--- config.mk ---
export PLATFORM = sky130hd
export DESIGN_NAME = mem_bus_fabric_flat
export DESIGN_NICKNAME = d
export VERILOG_FILES = /design/src/rtl/mem_bus_fabric_if.sv /design/src/rtl/mem_bus_fabric.sv /design/src/flat_wrapper.sv
export SDC_FILE = /design/constraint.sdc
export NUM_CORES = 1
export LEC_CHECK = 0
export CAP_MARGIN = 20
export CORE_ASPECT_RATIO = 1.4
export CORE_MARGIN = 10
export CORE_UTILIZATION = 39
export DETAILED_ROUTE_END_ITERATION = 16
export PLACE_DENSITY = 0.95
export SLEW_MARGIN = 20
export SYNTH_ARGS = -nofsm -noshare
export SYNTH_HDL_FRONTEND = slang
export SYNTH_SLANG_ARGS = --single-unit
--- constraint.sdc ---
create_clock -name clk -period 12.7 [get_ports clk]
set_input_delay 3.81 -clock clk [delete_from_list [all_inputs] [get_ports clk]]
set_output_delay 3.81 -clock clk [all_outputs]
set_load 0.03 [all_outputs]
--- src/rtl/mem_bus_fabric_if.sv ---
// ---------------------------------------------------------------------------
// mem_bus_fabric_if
// Bundles the picorv32 native memory port and the per-slave select/ready/
// read-data lines that the fabric sits between.
//   mem_valid/mem_addr/mem_wstrb : core request
//   mem_ready/mem_rdata          : completion back to the core
//   slv_sel                      : one-hot slave select
//   slv_ready/slv_rdata          : per-slave ready and flattened read data
// The slave modport is the fabric's view; master is the core+slaves view.
// ---------------------------------------------------------------------------
interface mem_bus_fabric_if #(
    parameter int unsigned NSLAVES = 4
);
    logic                    mem_valid;
    logic [31:0]             mem_addr;
    logic [3:0]              mem_wstrb;
    logic                    mem_ready;
    logic [31:0]             mem_rdata;
    logic [NSLAVES-1:0]      slv_sel;
    logic [NSLAVES-1:0]      slv_ready;
    logic [32*NSLAVES-1:0]   slv_rdata;

    modport slave (
        input  mem_valid, mem_addr, mem_wstrb, slv_ready, slv_rdata,
        output mem_ready, mem_rdata, slv_sel
    );

    modport master (
        output mem_valid, mem_addr, mem_wstrb, slv_ready, slv_rdata,
        input  mem_ready, mem_rdata, slv_sel
    );
endinterface

--- src/rtl/mem_bus_fabric.sv ---
// ---------------------------------------------------------------------------
// mem_bus_fabric
// Address decoder and response mux between the picorv32 memory port and
// NSLAVES memory-mapped slaves. Unmapped addresses and slaves that stay
// silent for TIMEOUT cycles complete with ERR_DATA; sticky error status is
// kept for software/debug.
// Ports:
//   clk, reset_n    : clock, synchronous active-low reset
//   bus             : mem_bus_fabric_if.slave (core port + slave lines)
//   err_clr         : clears err_flag and err_count
//   err_flag        : sticky error seen since last clear
//   err_timeout     : last error cause (1 = timeout, 0 = unmapped)
//   err_write       : last errored access was a write
//   err_addr        : address of last errored access
//   err_count       : saturating error count
// ---------------------------------------------------------------------------
module mem_bus_fabric #(
    parameter int unsigned          NSLAVES    = 4,
    parameter logic [32*NSLAVES-1:0] SLAVE_BASE =
        {32'h80000010, 32'h80000008, 32'h80000000, 32'h00000000},
    parameter logic [32*NSLAVES-1:0] SLAVE_MASK =
        {32'hffffffff, 32'hfffffff8, 32'hffffffff, 32'hffffe000},
    parameter int unsigned          TIMEOUT    = 256,
    parameter logic [31:0]          ERR_DATA   = 32'hdeadbeef
) (
    input  logic                clk,
    input  logic                reset_n,
    mem_bus_fabric_if.slave     bus,
    input  logic                err_clr,
    output logic                err_flag,
    output logic                err_timeout,
    output logic                err_write,
    output logic [31:0]         err_addr,
    output logic [7:0]          err_count
);
    localparam int unsigned IW = (NSLAVES > 1) ? $clog2(NSLAVES) : 1;
    localparam logic [NSLAVES-1:0] ONE = NSLAVES'(1);
    localparam logic [15:0] CNT_LAST = 16'(TIMEOUT - 1);

    typedef enum logic [1:0] {
        ST_IDLE,
        ST_BUSY,
        ST_ERR
    } state_t;

    state_t      state_q, state_d;
    logic [15:0] cnt_q, cnt_d;
    logic        err_flag_q, err_flag_d;
    logic        err_timeout_q, err_timeout_d;
    logic        err_write_q, err_write_d;
    logic [31:0] err_addr_q, err_addr_d;
    logic [7:0]  err_count_q, err_count_d;

    logic          hit_any;
    logic [IW-1:0] hit_idx;
    logic [31:0]   hit_rdata;
    logic          sel_active;
    logic          ready;
    logic          err_enter;
    logic          err_is_timeout;

    // Priority decode: the first matching slave in index order wins.
    always_comb begin
        hit_any   = 1'b0;
        hit_idx   = '0;
        hit_rdata = '0;
        for (int unsigned i = 0; i < NSLAVES; i++) begin
            if (!hit_any &&
                ((bus.mem_addr & SLAVE_MASK[32*i +: 32]) == SLAVE_BASE[32*i +: 32])) begin
                hit_any   = 1'b1;
                hit_idx   = i[IW-1:0];
                hit_rdata = bus.slv_rdata[32*i +: 32];
            end
        end
    end

    // Select is withheld in the ERR cycle so no slave sees the errored access.
    always_comb begin
        sel_active  = bus.mem_valid & reset_n & hit_any & (state_q != ST_ERR);
        bus.slv_sel = sel_active ? (ONE << hit_idx) : '0;
        ready       = reset_n & ((state_q == ST_ERR) | (|(bus.slv_sel & bus.slv_ready)));
        bus.mem_ready = ready;
        if (!reset_n) begin
            bus.mem_rdata = '0;
        end else if (state_q == ST_ERR) begin
            bus.mem_rdata = ERR_DATA;
        end else if (sel_active) begin
            bus.mem_rdata = hit_rdata;
        end else begin
            bus.mem_rdata = '0;
        end
    end

    always_comb begin
        state_d        = state_q;
        cnt_d          = cnt_q;
        err_enter      = 1'b0;
        err_is_timeout = 1'b0;
        unique case (state_q)
            ST_IDLE: begin
                if (bus.mem_valid && !ready) begin
                    if (!hit_any) begin
                        state_d   = ST_ERR;
                        err_enter = 1'b1;
                    end else begin
                        state_d = ST_BUSY;
                        cnt_d   = 16'd1;
                    end
                end
            end
            ST_BUSY: begin
                if (!bus.mem_valid || ready) begin
                    state_d = ST_IDLE;
                    cnt_d   = '0;
                end else if (cnt_q == CNT_LAST) begin
                    state_d        = ST_ERR;
                    cnt_d          = '0;
                    err_enter      = 1'b1;
                    err_is_timeout = 1'b1;
                end else begin
                    cnt_d = cnt_q + 16'd1;
                end
            end
            ST_ERR: begin
                state_d = ST_IDLE;
                cnt_d   = '0;
            end
            default: begin
                state_d = ST_IDLE;
                cnt_d   = '0;
            end
        endcase
    end

    // An error entry takes priority over a coincident clear, so the clear
    // is folded in as a restart of the count from zero.
    always_comb begin
        err_flag_d    = err_flag_q;
        err_count_d   = err_count_q;
        err_addr_d    = err_addr_q;
        err_write_d   = err_write_q;
        err_timeout_d = err_timeout_q;
        if (err_enter) begin
            err_flag_d    = 1'b1;
            err_addr_d    = bus.mem_addr;
            err_write_d   = |bus.mem_wstrb;
            err_timeout_d = err_is_timeout;
            if (err_clr) begin
                err_count_d = 8'd1;
            end else if (err_count_q != 8'hff) begin
                err_count_d = err_count_q + 8'd1;
            end
        end else if (err_clr) begin
            err_flag_d  = 1'b0;
            err_count_d = '0;
        end
    end

    always_ff @(posedge clk) begin
        if (!reset_n) begin
            state_q       <= ST_IDLE;
            cnt_q         <= '0;
            err_flag_q    <= 1'b0;
            err_count_q   <= '0;
            err_addr_q    <= '0;
            err_write_q   <= 1'b0;
            err_timeout_q <= 1'b0;
        end else begin
            state_q       <= state_d;
            cnt_q         <= cnt_d;
            err_flag_q    <= err_flag_d;
            err_count_q   <= err_count_d;
            err_addr_q    <= err_addr_d;
            err_write_q   <= err_write_d;
            err_timeout_q <= err_timeout_d;
        end
    end

    assign err_flag    = err_flag_q;
    assign err_count   = err_count_q;
    assign err_addr    = err_addr_q;
    assign err_write   = err_write_q;
    assign err_timeout = err_timeout_q;
endmodule

--- src/flat_wrapper.sv ---
// flat-port wrapper written by rule: the top's interface ports become plain ports
module mem_bus_fabric_flat 
#(
    parameter int unsigned          NSLAVES    = 4,
    parameter logic [32*NSLAVES-1:0] SLAVE_BASE =
        {32'h80000010, 32'h80000008, 32'h80000000, 32'h00000000},
    parameter logic [32*NSLAVES-1:0] SLAVE_MASK =
        {32'hffffffff, 32'hfffffff8, 32'hffffffff, 32'hffffe000},
    parameter int unsigned          TIMEOUT    = 256,
    parameter logic [31:0]          ERR_DATA   = 32'hdeadbeef
)
  (clk, reset_n, err_clr, err_flag, err_timeout, err_write, err_addr, err_count, bus_mem_valid, bus_mem_addr, bus_mem_wstrb, bus_slv_ready, bus_slv_rdata, bus_mem_ready, bus_mem_rdata, bus_slv_sel);
  mem_bus_fabric_if #(.NSLAVES(NSLAVES)) bus_i ();
  input  logic clk;
  input  logic reset_n;
  input  logic err_clr;
  output logic err_flag;
  output logic err_timeout;
  output logic err_write;
  output logic [31:0] err_addr;
  output logic [7:0] err_count;
  input wire logic [$bits(bus_i.mem_valid)-1:0] bus_mem_valid;
  input wire logic [$bits(bus_i.mem_addr)-1:0] bus_mem_addr;
  input wire logic [$bits(bus_i.mem_wstrb)-1:0] bus_mem_wstrb;
  input wire logic [$bits(bus_i.slv_ready)-1:0] bus_slv_ready;
  input wire logic [$bits(bus_i.slv_rdata)-1:0] bus_slv_rdata;
  output wire logic [$bits(bus_i.mem_ready)-1:0] bus_mem_ready;
  output wire logic [$bits(bus_i.mem_rdata)-1:0] bus_mem_rdata;
  output wire logic [$bits(bus_i.slv_sel)-1:0] bus_slv_sel;
  assign bus_i.mem_valid = bus_mem_valid;
  assign bus_i.mem_addr = bus_mem_addr;
  assign bus_i.mem_wstrb = bus_mem_wstrb;
  assign bus_i.slv_ready = bus_slv_ready;
  assign bus_i.slv_rdata = bus_slv_rdata;
  assign bus_mem_ready = bus_i.mem_ready;
  assign bus_mem_rdata = bus_i.mem_rdata;
  assign bus_slv_sel = bus_i.slv_sel;
  mem_bus_fabric #(.NSLAVES(NSLAVES), .SLAVE_BASE(SLAVE_BASE), .SLAVE_MASK(SLAVE_MASK), .TIMEOUT(TIMEOUT), .ERR_DATA(ERR_DATA)) u_core (.clk(clk), .reset_n(reset_n), .bus(bus_i), .err_clr(err_clr), .err_flag(err_flag), .err_timeout(err_timeout), .err_write(err_write), .err_addr(err_addr), .err_count(err_count));
endmodule
**Word level (Yosys, flattened, before mapping)**

Cells that the tools add are included.
W data, S select, Z words.

- Multipliers: 0
- Multiplexer cells: 37
- Eq/ne operators: 11
- Add/subtract/negate cells: 2
- Bitwise logic cells: 6
- Shift-type cells: 1
- Div/mod/pow operators: 0
- Magnitude comparators: 0
- Reduce and logical (&&, ||, !) cells: 19

Operator list:

| cell | count |
|---|---|
| $mux W32 | 7 |
| $eq A32 B32 Y1 const B | 2 |
| $mux W16 | 4 |
| $logic_not A32 Y1 | 1 |
| $mux W8 | 4 |
| $pmux W16 S2 | 1 |
| $eq A29 B29 Y1 const B | 1 |
| $add A16 B1 Y16 const B | 1 |
| $eq A16 B8 Y1 const B | 1 |
| $mux W1 | 12 |
| $mux W2 | 6 |
| $add A8 B1 Y8 const B | 1 |
| $ne A8 B8 Y1 const B | 1 |
| $reduce_or A4 Y1 | 2 |
| $reduce_and A2 Y1 | 3 |
| $logic_not A1 Y1 | 5 |
| $and A1 B1 Y1 | 4 |
| $and A4 B4 Y4 | 1 |
| $logic_and A1 B1 Y1 | 4 |
| $mux W4 | 1 |
| $ne A2 B1 Y1 const B | 2 |
| $pmux W2 S2 | 1 |
| $reduce_bool A2 Y1 | 2 |
| $shl A1 B2 Y4 const A | 1 |
| 8 further kinds | 8 |

- Register bits: 61
- Bits in writable memories: 0
- Bits in read-only memories: 0
- Bits of input ports: 172
- Output and inout bits: 80
- Memories: 0
- Latch bits: 0

**Depth between registers and ports, before layout**

- Word-level depth: 24
- Mapped depth: 10
- Depth with buffers taken out: 7

**Least setup slack after synthesis**

Ideal clock, no wire load.

- Path kind: input port to output port
- Start: input bus_mem_addr[15]
- End: output bus_mem_rdata[30]
- Buffers on the path: 1
- Stages: 8
- Required time: 8890 ps
- Path slack: 2419 ps
- Arrival: 6471 ps
- Cell sequence: or4_1 -> nor3_2 -> nand2_1 -> nor4_1 -> buf_2 -> a222oi_1 -> a21boi_1 -> o21ai_0

- Longest elaborated chain between the ends: 16
- Elaborated cells on any way between the ends: 23

Ends and longest elaborated chain:

| item | RTL line | RTL |
|---|---|---|
| from (decl) | flat_wrapper.sv:23 | `input wire logic [$bits(bus_i.mem_addr)-1:0] bus_mem_addr;` |
| $logic_not A32 Y1 | mem_bus_fabric.sv:69 | `((bus.mem_addr & SLAVE_MASK[32*i +: 32]) == SLAVE_BASE[32*i +: 32])) begin` |
| $mux W1 | mem_bus_fabric.sv:68 | `if (!hit_any &&` |
| $logic_not A1 Y1 | mem_bus_fabric.sv:68 |  |
| $logic_and A1 B1 Y1 | mem_bus_fabric.sv:68 |  |
| $mux W1 | mem_bus_fabric.sv:68 |  |
| $logic_not A1 Y1 | mem_bus_fabric.sv:68 |  |
| $logic_and A1 B1 Y1 | mem_bus_fabric.sv:68 |  |
| $mux W1 | mem_bus_fabric.sv:68 |  |
| $logic_not A1 Y1 | mem_bus_fabric.sv:68 |  |
| $logic_and A1 B1 Y1 | mem_bus_fabric.sv:68 |  |
| $mux W1 | mem_bus_fabric.sv:68 |  |
| $and A1 B1 Y1 (2 in a row) | mem_bus_fabric.sv:79 | `sel_active = bus.mem_valid & reset_n & hit_any & (state_q != ST_ERR);` |
| $mux W32 (*) | mem_bus_fabric.sv:87 | `end else if (sel_active) begin` |
| $mux W32 (*) | mem_bus_fabric.sv:85 | `end else if (state_q == ST_ERR) begin` |
| $mux W32 (*) | mem_bus_fabric.sv:83 | `if (!reset_n) begin` |
| to (decl) | flat_wrapper.sv:28 | `output wire logic [$bits(bus_i.mem_rdata)-1:0] bus_mem_rdata;` |

Every way passes the cells marked *; elsewhere a longest branch is shown, timed or not.

**Worst setup path in the final report**

- Start: input bus_mem_addr[15]
- End: output bus_mem_rdata[16]

Same word-level chain as after synthesis.

==> reports/results.tsv <==
metric	value	unit
count of final setup violators	0	
setup_tns	0	ps
IO buf count	251	
ANT cells	0	
final hold vios	0	
dpl hpwl	14290	µm
Max-cap violations	0	
post-synthesis cell area	0.003707	mm²
Leakage	2.298	nW
RR Endpoint	u_core.err_count[3]	
Yosys Warn Count	0	
Hold Crit Start	u_core.err_addr[13]	
filler cell count	725	
leading cell type in the layout, fill and taps excluded	clkdlybuf4s50_1	
FF-to-FF Start	u_core.cnt_q[0]	
antenna violations before repair	0	
unrepaired setup endpoints after global routing	no	
Placed Cells	814	
Final min period	11570	ps
sequential fraction of the synthesis area	32.94	%
Main synth FF type	dfxtp_1	
Final Skew	4.198	ps
Hold Path Sink	u_core.err_addr[13]	
largest net degree at the start of global routing	75	
synth top area cells	dfxtp_1 33%, a222oi_1 8.6%, o21ai_0 8.5%, nand3_1 6.5%, nand2_1 6.3%	
CTS Buffer Depth	2	
worst reg-to-reg setup slack	9660	ps
routed length per instance	21.49	µm
RD Place Congestion	0.9351	
drt pass-1 iters	6	
TritonCTS buffer count	9	
# IOs	252	
CTS tree	done	
first-pass GRT wire length	26810	µm
vias per cell	5.896	
asr flop ratio synth	0	%
DRC	0	
CP endpoint kind	output port	
CP Class	input port to output port	
final wirelength	17840	µm
Skew-Pair Late Insertion Delay	340	ps
crit path DAT	7760	ps
Core ar.	0.009354	mm²
Die Span X	102.4	µm
Clock Pin Slew Worst Setup and Hold Paths	50	ps
hold path depth	2	
Reg2Reg Depth	7	
vias in the first global route	4956	
number of synthesized register bits	61	
setup bufs post-CTS	0	
clk sink count	61	
Placed Area	0.006240	mm²
Rows	42	
Die Area	0.01386	mm²
Root Driver	clkbuf_16	
Layout Utilization	70.49	%
status	complete, no violations	
Detail Route Antenna Nets	0	
total power	616.2	µW
global route overflow	0	
Slew HR	34.15	%
Yosys cell types	55	
routed via count	4894	
syn avg cell area	7.644	µm²
Nets	889	
EDFF count, synth	0	
CP Max Fanout	24	
Initial Util	39.63	%
Worst EP required	8890	ps
H-tree Lvls	3	
finished layout cell area	0.006594	mm²
most frequent cells in the layout	250 x clkdlybuf4s50_1, 63 x o21ai_0, 62 x nand2_1, 61 x dfxtp_1, 48 x nand3_1	
Finished Layout Cells	830	
Fmax	86.45	MHz
area leader, netlist	dfxtp_1	
Critical Path Source Type	input port	
area share of the largest cell type after synthesis	32.94	%
synthesis-to-layout area growth	77.86	%
Mapped Cells	485	
share of cells above drive strength 1	4.722	%
VDD IR-drop max	0.00006460	V
PD cells	93.44	mW/mm²
initial drt markers	443	
Post-CTS Resized	0	
Slew @ Worst Pin	986.8	ps
Mapped Nets	659	
Final Slew Violations	0	
GRT Resource Usage Total	24.67	%
Die Y	135.4	µm
Final period util	91.08	%
Post-CTS Hold Fix Bufs	0	
worst hold path type	register to register	
report_power, final:
group	total (mW)	leakage, nW	internal, mW	switching [mW]
combinational	0.128	1.64	0.0698	0.0586
sequential	0.203	0.498	0.199	0.00422
clock	0.284	0.165	0.196	0.0882
total	0.616	2.30	0.465	0.151
Yosys cell counts, drive strengths merged, types with 6 or more instances:
cell / n
nor2b: 6
nand2: 62
and2: 8
a222oi: 32
clkbuf: 26
o31ai: 10
buf: 11
nor4: 12
a21oi: 20
nand3: 48
nor2: 24
o21ai: 65
a21boi: 24
dfxtp: 61
inv: 7
or4: 10
cells by family (layout without fill, tap and decap cells):
family / Yosys count / in the layout / synth area share, %
DFF: 61 / 61 / 32.94
and+or+nand+nor: 195 / 195 / 26.02
xor gates and xnor gates: 6 / 6 / 1.417
buffers and inverters: 44 / 279 / 5.299
adders and majority gates: 2 / 2 / 0.6749
muxes: 3 / 3 / 0.8100
AOI/OAI and AO/OA: 174 / 174 / 32.84
flip-flops by register name (all words and copies together), names as in the netlist:
name,count
u_core.cnt_q,16
u_core.err_flag,1
u_core.err_count,8
u_core.err_timeout,1
u_core.err_addr,32
u_core.err_write,1
u_core.state_q,2
through the flow:
stage | setup WS, ps | hold slack, ps
floorplan | 2419 | 455.1
global placement | 1209 | 453.6
detailed placement | 1176 | 463.0
CTS | 1150 | 472.7
global route | 876.1 | 494.3
finish | 1133 | 469.5
per-layer routing:
layer / vias up / global-route usage (%) / share of wire [%]
met5: - / 0 / 0
met4: 0 / 6.368 / 1.5
met3: 22 / 9.959 / 13
met2: 285 / 41.32 / 47
met1: 2261 / 28.30 / 38
li1: 2326 / - / -
cell type report:
type / instances / area [µm²] / share of cell area (%)
Timing Repair Buffer: 256 / 2545 / 38.60
Clock inverter: 6 / 110.1 / 1.670
Tap cell: 110 / 137.6 / 2.087
Inverter: 7 / 26.28 / 0.3985
Multi-Input combinational cell: 380 / 2315 / 35.10
Clock buffer: 10 / 239.0 / 3.624
Sequential cell: 61 / 1221 / 18.52
critical path, stage by stage:
cell	delay [ps]
clkdlybuf4s50_1	430
or4_1	560
nor3_2	330
nand2_1	360
nor2_2	850
buf_4	300
a222oi_1	70
a21boi_0	140
o21ai_0	180
clkdlybuf4s50_1	720
worst max-delay path by stage:
stage	from	end	slack [ps]	depth (start not counted)
CTS	bus_mem_addr[15]	bus_mem_rdata[16]	1150	10
detailed placement	bus_mem_addr[15]	bus_mem_rdata[16]	1180	10
finish	bus_mem_addr[15]	bus_mem_rdata[16]	1130	10
global placement	bus_mem_addr[19]	bus_mem_rdata[16]	1210	10
floorplan	bus_mem_addr[15]	bus_mem_rdata[30]	2420	8
global route	bus_mem_addr[15]	bus_mem_rdata[16]	880	10
No activity file was read; power rests on OpenSTA's default activity.
